--- src/rtl/usb_ep_pkg.sv ---
// Shared definitions for the USB OUT endpoint buffer: state encoding,
// handshake codes and the default maximum packet size.
package usb_ep_pkg;

  localparam int MAX_PKT_SIZE_DEF = 64;

  localparam logic [1:0] ST_EMPTY      = 2'd0;
  localparam logic [1:0] ST_RX         = 2'd1;
  localparam logic [1:0] ST_FULL       = 2'd2;
  localparam logic [1:0] ST_RX_DISCARD = 2'd3;

  typedef enum logic [1:0] {
    S_EMPTY      = ST_EMPTY,
    S_RX         = ST_RX,
    S_FULL       = ST_FULL,
    S_RX_DISCARD = ST_RX_DISCARD
  } ep_state_e;

  typedef enum logic [1:0] {
    HS_NONE  = 2'd0,
    HS_ACK   = 2'd1,
    HS_NAK   = 2'd2,
    HS_STALL = 2'd3
  } hs_e;

endpackage

--- src/rtl/usb_ep_buffer_ram.sv ---
// Packet storage for the OUT endpoint: simple dual-port RAM, synchronous
// write, synchronous read with one cycle of latency. The array itself is
// not reset; only the read data register is.
module usb_ep_buffer_ram
  import usb_ep_pkg::*;
#(
  parameter int DEPTH = MAX_PKT_SIZE_DEF,
  parameter int AW    = $clog2(DEPTH)
) (
  input  logic          clk,
  input  logic          reset,
  input  logic          we_i,
  input  logic [AW-1:0] waddr_i,
  input  logic [7:0]    wdata_i,
  input  logic          re_i,
  input  logic [AW-1:0] raddr_i,
  output logic [7:0]    rdata_o
);

  logic [7:0] mem_q [DEPTH];

  // Write port: store one payload byte.
  always_ff @(posedge clk) begin
    if (we_i) begin
      mem_q[waddr_i] <= wdata_i;
    end
  end

  // Read port: registered byte, held until the next read.
  always_ff @(posedge clk or negedge reset) begin
    if (!reset) begin
      rdata_o <= '0;
    end else if (re_i) begin
      rdata_o <= mem_q[raddr_i];
    end
  end

endmodule

--- src/rtl/usb_out_ep_buffer.sv ---
// Single-packet USB OUT endpoint buffer. Receives one DATA payload from the
// protocol engine, selects ACK/NAK/STALL, and hands committed packets to the
// endpoint consumer one byte at a time.
// Optional build macro OUT_EP_TOGGLE_CHECK_EN enables data-toggle tracking
// and duplicate-packet detection; without it the toggle is ignored.
module usb_out_ep_buffer
  import usb_ep_pkg::*;
#(
  parameter int MAX_PKT_SIZE = MAX_PKT_SIZE_DEF,
  parameter int PTR_W        = 7
) (
  input  logic       clk,
  input  logic       reset,
  input  logic       rx_pkt_start,
  input  logic       rx_pid_data1,
  input  logic       rx_setup,
  input  logic       rx_data_put,
  input  logic [7:0] rx_data,
  input  logic       rx_pkt_end,
  input  logic       rx_pkt_valid,
  output logic       hs_ack,
  output logic       hs_nak,
  output logic       hs_stall,
  input  logic       out_ep_req,
  output logic       out_ep_grant,
  output logic       out_ep_data_avail,
  output logic       out_ep_setup,
  input  logic       out_ep_data_get,
  output logic [7:0] out_ep_data,
  input  logic       out_ep_stall,
  output logic       out_ep_acked
);

  localparam int             RAM_AW  = $clog2(MAX_PKT_SIZE);
  localparam logic [PTR_W-1:0] MAX_PTR = PTR_W'(MAX_PKT_SIZE);
  localparam logic [PTR_W-1:0] PTR_ONE = PTR_W'(1);

  ep_state_e        state_q, state_d;
  logic [PTR_W-1:0] wr_ptr_q, wr_ptr_d;
  logic [PTR_W-1:0] rd_ptr_q, rd_ptr_d;
  logic [PTR_W-1:0] len_q, len_d;
  logic             ovf_q, ovf_d;
  logic             setup_q, setup_d;
  hs_e              hs_q, hs_d;
  logic             acked_q;

  logic ram_we, ram_re;
  logic load_rx;   // start a fresh receive (from EMPTY, restart, flush or release)
  logic commit;    // accept the received payload into FULL
  logic avail;
  logic dup;

  assign avail = (rd_ptr_q != len_q);

`ifdef OUT_EP_TOGGLE_CHECK_EN
  logic tog_q;
  logic exp_tog_q;

  assign dup = (tog_q != exp_tog_q);

  // Toggle tracking: latch the packet's PID toggle, advance the expected one on commit.
  always_ff @(posedge clk or negedge reset) begin
    if (!reset) begin
      tog_q     <= 1'b0;
      exp_tog_q <= 1'b0;
    end else begin
      if (load_rx) begin
        tog_q <= rx_pid_data1;
      end
      if (commit) begin
        exp_tog_q <= setup_q ? 1'b1 : ~exp_tog_q;
      end
    end
  end
`else
  logic unused_tog;
  assign unused_tog = rx_pid_data1;
  assign dup        = 1'b0;
`endif

  // Next-state, pointer and handshake selection.
  always_comb begin
    state_d  = state_q;
    wr_ptr_d = wr_ptr_q;
    rd_ptr_d = rd_ptr_q;
    len_d    = len_q;
    ovf_d    = ovf_q;
    setup_d  = setup_q;
    hs_d     = HS_NONE;
    ram_we   = 1'b0;
    ram_re   = 1'b0;
    load_rx  = 1'b0;
    commit   = 1'b0;

    case (state_q)
      S_EMPTY: begin
        load_rx = rx_pkt_start;
      end
      S_RX: begin
        if (rx_pkt_start) begin
          load_rx = 1'b1;
        end else begin
          if (rx_data_put) begin
            if (wr_ptr_q == MAX_PTR) begin
              ovf_d = 1'b1;
            end else begin
              ram_we   = 1'b1;
              wr_ptr_d = wr_ptr_q + PTR_ONE;
            end
          end
          if (rx_pkt_end) begin
            state_d = S_EMPTY;
            if (rx_pkt_valid && !ovf_d) begin
              if (setup_q) begin
                hs_d   = HS_ACK;
                commit = 1'b1;
              end else if (out_ep_stall) begin
                hs_d = HS_STALL;
              end else begin
                hs_d   = HS_ACK;
                commit = !dup;
              end
            end
          end
        end
      end
      S_FULL: begin
        if (rx_pkt_start) begin
          // A drained buffer may take the new packet directly; SETUP always flushes.
          if (rx_setup || !avail) begin
            load_rx = 1'b1;
          end else begin
            state_d = S_RX_DISCARD;
          end
        end else if (!avail) begin
          state_d = S_EMPTY;
        end
        if (out_ep_req && out_ep_data_get && avail && !load_rx) begin
          ram_re   = 1'b1;
          rd_ptr_d = rd_ptr_q + PTR_ONE;
        end
      end
      S_RX_DISCARD: begin
        if (rx_pkt_start && rx_setup) begin
          load_rx = 1'b1;
        end else if (rx_pkt_end) begin
          state_d = S_FULL;
          if (rx_pkt_valid) begin
            hs_d = out_ep_stall ? HS_STALL : HS_NAK;
          end
        end
      end
      default: begin
        state_d = S_EMPTY;
      end
    endcase

    if (load_rx) begin
      state_d  = S_RX;
      wr_ptr_d = '0;
      rd_ptr_d = '0;
      len_d    = '0;
      ovf_d    = 1'b0;
      setup_d  = rx_setup;
    end

    if (commit) begin
      state_d  = S_FULL;
      len_d    = wr_ptr_d;
      rd_ptr_d = '0;
    end
  end

  // Control state registers.
  always_ff @(posedge clk or negedge reset) begin
    if (!reset) begin
      state_q  <= S_EMPTY;
      wr_ptr_q <= '0;
      rd_ptr_q <= '0;
      len_q    <= '0;
      ovf_q    <= 1'b0;
      setup_q  <= 1'b0;
      hs_q     <= HS_NONE;
      acked_q  <= 1'b0;
    end else begin
      state_q  <= state_d;
      wr_ptr_q <= wr_ptr_d;
      rd_ptr_q <= rd_ptr_d;
      len_q    <= len_d;
      ovf_q    <= ovf_d;
      setup_q  <= setup_d;
      hs_q     <= hs_d;
      acked_q  <= commit;
    end
  end

  usb_ep_buffer_ram #(
    .DEPTH (MAX_PKT_SIZE),
    .AW    (RAM_AW)
  ) u_ram (
    .clk     (clk),
    .reset   (reset),
    .we_i    (ram_we),
    .waddr_i (wr_ptr_q[RAM_AW-1:0]),
    .wdata_i (rx_data),
    .re_i    (ram_re),
    .raddr_i (rd_ptr_q[RAM_AW-1:0]),
    .rdata_o (out_ep_data)
  );

  assign hs_ack            = (hs_q == HS_ACK);
  assign hs_nak            = (hs_q == HS_NAK);
  assign hs_stall          = (hs_q == HS_STALL);
  assign out_ep_acked      = acked_q;
  assign out_ep_grant      = (state_q == S_FULL) && out_ep_req;
  assign out_ep_data_avail = (state_q == S_FULL) && avail;
  assign out_ep_setup      = (state_q == S_FULL) && setup_q;

endmodule
--- config.mk ---
export PLATFORM = sky130hd
export DESIGN_NAME = usb_out_ep_buffer
export DESIGN_NICKNAME = d
export VERILOG_FILES = /design/src/rtl/usb_ep_pkg.sv /design/src/rtl/usb_ep_buffer_ram.sv /design/src/rtl/usb_out_ep_buffer.sv
export SDC_FILE = /design/constraint.sdc
export NUM_CORES = 1
export LEC_CHECK = 0
export CORE_AREA = 2 2 254 256
export CTS_CLUSTER_DIAMETER = 80
export DETAILED_ROUTE_END_ITERATION = 6
export DIE_AREA = 0 0 256 258
export PLACE_DENSITY_LB_ADDON = 0.05
export SLEW_MARGIN = 40
export SYNTH_ARGS = -nofsm -noshare
export SYNTH_HDL_FRONTEND = slang
export SYNTH_SLANG_ARGS = --single-unit
export TNS_END_PERCENT = 10
--- constraint.sdc ---
create_clock -name clk -period 2.31 [get_ports clk]
set_input_delay 0.3465 -clock clk [delete_from_list [all_inputs] [get_ports clk]]
set_output_delay 0.3465 -clock clk [all_outputs]
set_load 0.02 [all_outputs]
; ---- Yosys cells after proc, flatten, opt, wreduce, memory -nomap -nowiden
; Memories as Yosys holds them, arrays and structs flattened. A register that Yosys moved wholly into a read port is not among the register bits.
; Cells that the tools add are included.
[totals]
regBits = 28
latch_bits = 0
ramBits = 512
rom_bits = 0
in_bits = 19
output_inout_bits = 15
elab_cells = 106
n_memories = 1
[op_classes]
add_sub_neg = 2
mul = 0
div = 0
n_lt_le_gt_ge = 0
n_eq_ne = 15
shifts = 0
n_mux = 58
bitwise = 0
reduce_logical = 22
[mem_list]
columns = name, depth, word_bits, read_ports, rd_clocked_by_memory_dff, wr, line_no
row1 = u_ram.mem_q, 64, 8, 1, 1, 1, usb_ep_buffer_ram.sv:20  ; logic [7:0] mem_q [DEPTH];
[op_table]
columns = operator, count
row1 = two-way mux 7 bit, 11
row2 = two-way mux 2 bit, 17
row3 = two-way mux 1 bit, 27
row4 = "inequality test 4 bit, second input constant", 4
row5 = "adder 7 x 1 -> 7 bit, second input constant", 2
row6 = "inequality test 5 bit, second input constant", 2
row7 = "== test 2 bit, second input constant", 4
row8 = logical AND 1 bit, 8
row9 = "== test 7 bit, second input constant", 1
row10 = inequality test 7 bit, 1
row11 = AND reduction 7 bit, 1
row12 = one-hot mux 2 bit (3 select lines), 1
row13 = nonzero test 3 bit, 2
row14 = nonzero test 5 bit, 1
row15 = "== test 2 x 1 -> 1 bit, second input constant", 2
row16 = zero test 1 bit, 4
row17 = one-hot mux 1 bit (4 select lines), 1
row18 = one-hot mux 2 bit (2 select lines), 1
row19 = AND reduction 2 bit, 2
row20 = nonzero test 2 bit, 2
row21 = zero test 2 bit, 1
row22 = "inequality test 2 x 1 -> 1 bit, second input constant", 1
row23 = logical OR 1 bit, 1

; ---- Longest topological paths before layout
[depth]
word_depth = 13
depth_mapped = 9
mapped_depth_nobuf = 7

; ---- Cells and area by module
; A second synthesis with hierarchy kept.
[hier_totals]
cells_unflattened = 1088
area_unflattened_um2 = 21714.6
[by_module_without_submodules]
columns = module, instances, cells_each, area_per_inst_um2, seq_area_each_um2
row1 = usb_ep_buffer_ram, 1, 939, 20226.9, 15574.9
row2 = usb_out_ep_buffer, 1, 149, 1487.7, 700.7

; ---- Least setup slack after synthesis
; Ideal clock, no wire load.
[synth_path]
kind = reg2reg
startpoint = register wr_ptr_q[4]
endpoint = memory u_ram.mem_q[60][0], enable pin
setup_ns = 0.371
arrival_ns = 1.840
t_required_ns = 1.939
path_slack_ns = 0.099
stages_incl_launch_ff = 8
path_buffers = 2
synth_period_minus_slack_ns = 2.211
cell_sequence = dfrtp_1 clkbuf_1 or3_1 buf_2 o21ai_1 nor2_1 nand3_1 nor2_1
[synth_between]
elab_chain_cells = 7
[synth_rtl]
columns = item, line_no
row1 = from (decl), usb_out_ep_buffer.sv:39  ; logic [PTR_W-1:0] wr_ptr_q, wr_ptr_d;
row2 = from (signal assigned), usb_out_ep_buffer.sv:187  ; wr_ptr_q <= wr_ptr_d;
row3 = == test 7 bit, usb_out_ep_buffer.sv:104  ; if (wr_ptr_q == MAX_PTR) begin
row4 = two-way mux 1 bit, usb_out_ep_buffer.sv:104
row5 = two-way mux 1 bit, usb_out_ep_buffer.sv:103  ; if (rx_data_put) begin
row6 = two-way mux 1 bit, usb_out_ep_buffer.sv:100  ; if (rx_pkt_start) begin
row7 = two-way mux 1 bit, usb_out_ep_buffer.sv:95  ; case (state_q)
row8 = two-way mux 1 bit, usb_ep_buffer_ram.sv:24  ; if (we_i) begin
row9 = two-way mux 1 bit (not written as such), usb_ep_buffer_ram.sv:25  ; mem_q[waddr_i] <= wdata_i;
row10 = to (decl), usb_ep_buffer_ram.sv:20
; Several ways; a longest one is shown, not always the timed one.

; ---- Worst setup path after layout
[layout_path]
startpoint = register rd_ptr_q[0]
endpoint = register u_ram.rdata_o[2] (read register of u_ram.mem_q)
[layout_between]
elab_chain_cells = 10
word_cells_on_any_way = 11
classes_between = 1 x eq/ne / 5 x mux / 5 x reduce/logical
[layout_rtl]
columns = item, line_no
row1 = from (decl), usb_out_ep_buffer.sv:40  ; logic [PTR_W-1:0] rd_ptr_q, rd_ptr_d;
row2 = from (signal assigned), usb_out_ep_buffer.sv:188  ; rd_ptr_q <= rd_ptr_d;
row3 = inequality test 7 bit, usb_out_ep_buffer.sv:53  ; assign avail = (rd_ptr_q != len_q);
row4 = zero test 1 bit, -
row5 = logical OR 1 bit, usb_out_ep_buffer.sv:130  ; if (rx_setup || !avail) begin
row6 = two-way mux 1 bit, usb_out_ep_buffer.sv:130
row7 = two-way mux 1 bit, usb_out_ep_buffer.sv:128  ; if (rx_pkt_start) begin
row8 = two-way mux 1 bit, usb_out_ep_buffer.sv:95
row9 = zero test 1 bit, usb_out_ep_buffer.sv:138  ; if (out_ep_req && out_ep_data_get && avail && !load_rx) begin
row10 = logical AND 1 bit, usb_out_ep_buffer.sv:138
row11 = two-way mux 1 bit, usb_out_ep_buffer.sv:138
row12 = two-way mux 1 bit, usb_out_ep_buffer.sv:95
row13 = to (decl), usb_ep_buffer_ram.sv:17  ; output logic [7:0] rdata_o
; Several ways; a longest one is shown, not always the timed one. The select of a mux whose other input is x is not followed.
; A chain may end at the register's enable or synchronous reset.

==> results.toml <==
[timing]
rsz0062_at_grt = "true"
timing.final.ws_setup_ps = 1.08
slew-limit-headroom_pct = 51.2
max_freq_ghz = 0.433
post-route-period-util_pct = 100
final_hold_viol_count = 0
layout_min_cycle_time_ps = 2310
finalSetupViolations = 0
tightestPinTransition_ps = 733
clock-skew-final_ps = 27.6
fin_setup_tns_ps = 0
slew_violations = 0

[cells_and_area]
diodes = 0
mostFrequentLayoutCells = "edfxtp_1 (512), buf_4 (180), mux4_2 (116), nor2_1 (102), clkbuf_16 (61)"
area_delta_synth_final_pct = 23.6
nets = 1389
layout_commonest_cell = "edfxtp_1"
drive_gt1_share_pct = 35.3

[routing]
vias = 11600
vias_per_cell = 5.12
ant_nets = 0
dr.pass1.iters = 5
drc = 0
drt_iter0_drc = 1074
wl_per_cell_um = 26.5
totalWireLength_um = 60100

[critical_path]
path_cells = "buf_12 > buf_12 > mux4_2 > a22oi_1 > nand3_1 > nor3_2 > buf_4 > a31oi_1"
worstPathArrival_ps = 2800
path_buf_inv = 3
r2r_start = "rd_ptr_q[0]"
crit_type = "flop to flop"
crit_slowest_cell = "mux4_2"
end_kind = "flop"
r2r_end = "u_ram.rdata_o[2]"
r2r_setup_slack_ps = 1
rr_worst_depth = 8
cp.required_ps = 2800
critPathLaunchType = "flop"
cpPeakStageDelay_ps = 570
cp_max_fo = 14
path_delay_family = "multiplexers"
cpMostUsedCell = "buf_12"

[grt]
met2_usage_pct = 27.4
grtUsageTotal_pct = 18.3
grt_pass1_wl_um = 86400
grt-ovfl-total = 0
antenna_found_initial = 0
grt_max_degree = 65
grt_use_met3_pct = 2.74
gr-max-usage-layer = "met1"
use_met1_pct = 28.0
grt_pass1_vias = 11700

[floorplan]
ios = 34
die_h_um = 258
initial_utilization_pct = 34.4
core_area_mm2 = 0.0636
die_area_mm2 = 0.0660
die-width_um = 256
rows = 93

[clock_network]
clockRootBuffer = "clkbuf_16"
cts_tree = "built"
cts_buffers = 60
clkSlewWorstSetupHoldPaths_ps = 60
cts_buffer_depth = 3
clock_insertion_delay_worst_skew_ps = 620
ctsHtreeMaxLevel = 2
cts.sinks = 548

[min_path]
min_to = "u_ram.mem_q[26][4]"
hold_path_depth = 2
hold_class = "input pin to flop"
hold_start = "rx_data[4]"

[power]
leakage_nw = 8.83
ir_worst_vdd_mv = 0.551
power_mw = 21.4
p_per_area_mw_per_mm2 = 793

[outcome]
status = "completed"

[logic_synthesis]
yosys_most_used_dff = "edfxtp_1"
ys_seq_area_share_pct = 74.4
ys_ff_latch = 548
synth_cell_types = 77
synth-edff-count = 512
synth_fp_nets = 1139
synth_async_sr_flop_share_pct = 6.57
netlist_area_mm2 = 0.0219
yosys_warnings = 0
syn-instance-count = 1117
syn_avg_cell_area_um2 = 19.6

[placement]
place_hpwl_um = 39600
gp_congestion = 0.806
pre_cts_slack_ps = -232
portBuffers = 32

[job]
drv_cap = 0
==> cell type report <==
type / count / area [µm²]
fill: 5665 / 36600
sequential: 548 / 16300
multi-input combinational: 499 / 5320
timing repair buffer: 250 / 2330
clock buffer: 71 / 1560
tap: 855 / 1070
clock inverter: 40 / 447
inverter: 8 / 30.0
==> sequential cells by signal (all words and copies together), names as in the netlist <==
register       flops
setup_q            1
ovf_q              1
out_ep_acked       1
len_q              7
state_q            2
u_ram.mem_q      512
u_ram.rdata_o      8
hs_q               2
rd_ptr_q           7
wr_ptr_q           7
==> routing by layer <==
metal  vias up  wire length [µm]
li1       5087                 -
met1      6197             29500
met2       272             26900
met3        81              2510
met4         0              1210
met5         -                 0
==> worst max path at each step <==
stage	startpoint	to	slack, ps	depth (start not counted)
CTS	rd_ptr_q[0]	out_ep_data_avail	-30	5
global route	rd_ptr_q[0]	u_ram.rdata_o[7]	-50	8
detailed placement	rx_pkt_start	u_ram.mem_q[1][0]	-230	8
floorplan	wr_ptr_q[4]	u_ram.mem_q[60][0]	100	7
finish	rd_ptr_q[0]	u_ram.rdata_o[2]	1	8
global placement	rx_pkt_start	u_ram.mem_q[1][0]	-240	8
==> metrics by stage <==
| stage | util, % | hold slack, ps | area, µm² | instances |
|---|---|---|---|---|
| 6_report | 42.5 | 206 | 27100 | 2271 |
| 2_1_floorplan | - | 50.9 | 21900 | 1117 |
| 3_3_place_gp | 38.7 | 383 | 24600 | 2149 |
| 5_1_grt | 42.5 | 205 | 27100 | 2271 |
| 3_5_place_dp | 38.7 | 379 | 24600 | 2149 |
| 4_1_cts | 42.1 | 189 | 26800 | 2265 |
==> power by group <==
group,internal [mW],switching [mW]
registers,10.9,0.0757
clock network,5.92,3.89
logic,0.239,0.410
total,17.1,4.38
==> cell families (layout without fill, tap and decap cells) <==
family,Yosys count,in the layout,share of synthesized area [%]
xor gates and xnor gates,16,16,0.640
buffers and inverters,70,369,2.20
AOI/OAI and AO/OA,109,109,3.76
DFF,548,548,74.4
and+or+nand+nor,225,225,5.09
muxes,146,146,13.8
adders and majority gates,3,3,0.172
==> repair_timing <==
action                     CTS  global route
resized for setup           26            45
setup endpoints to repair   15           429
hold buffers                 1             0
pin swaps                    2            10
gates cloned                 2             0
hold endpoints to repair    22             0
buffers inserted             3             6
==> synthesized netlist by cell type (5+ instances only) <==
library cell / instances / share of area (%)
edfxtp_1: 512 / 70
buf_4: 9 / 0.31
a21oi_1: 8 / 0.18
nor3_1: 16 / 0.37
a211oi_1: 12 / 0.41
buf_6: 13 / 0.67
o31ai_1: 5 / 0.17
nand2b_1: 5 / 0.14
mux2i_1: 12 / 0.55
nor2_1: 105 / 1.8
mux2_2: 13 / 0.67
mux4_2: 115 / 12
inv_1: 8 / 0.14
nand2_1: 28 / 0.48
clkbuf_1: 7 / 0.12
o22ai_1: 7 / 0.20
nand3b_1: 5 / 0.17
o211ai_1: 6 / 0.21
dfrtp_1: 36 / 4.1
a22oi_1: 22 / 0.75
o21ai_0: 8 / 0.18
nand3_1: 12 / 0.27
nor2b_1: 12 / 0.34
buf_1: 5 / 0.086
buf_2: 23 / 0.53
mux4_1: 6 / 0.72
xnor2_1: 12 / 0.48
a31oi_1: 5 / 0.14
Power figures use the tool's default switching activity.
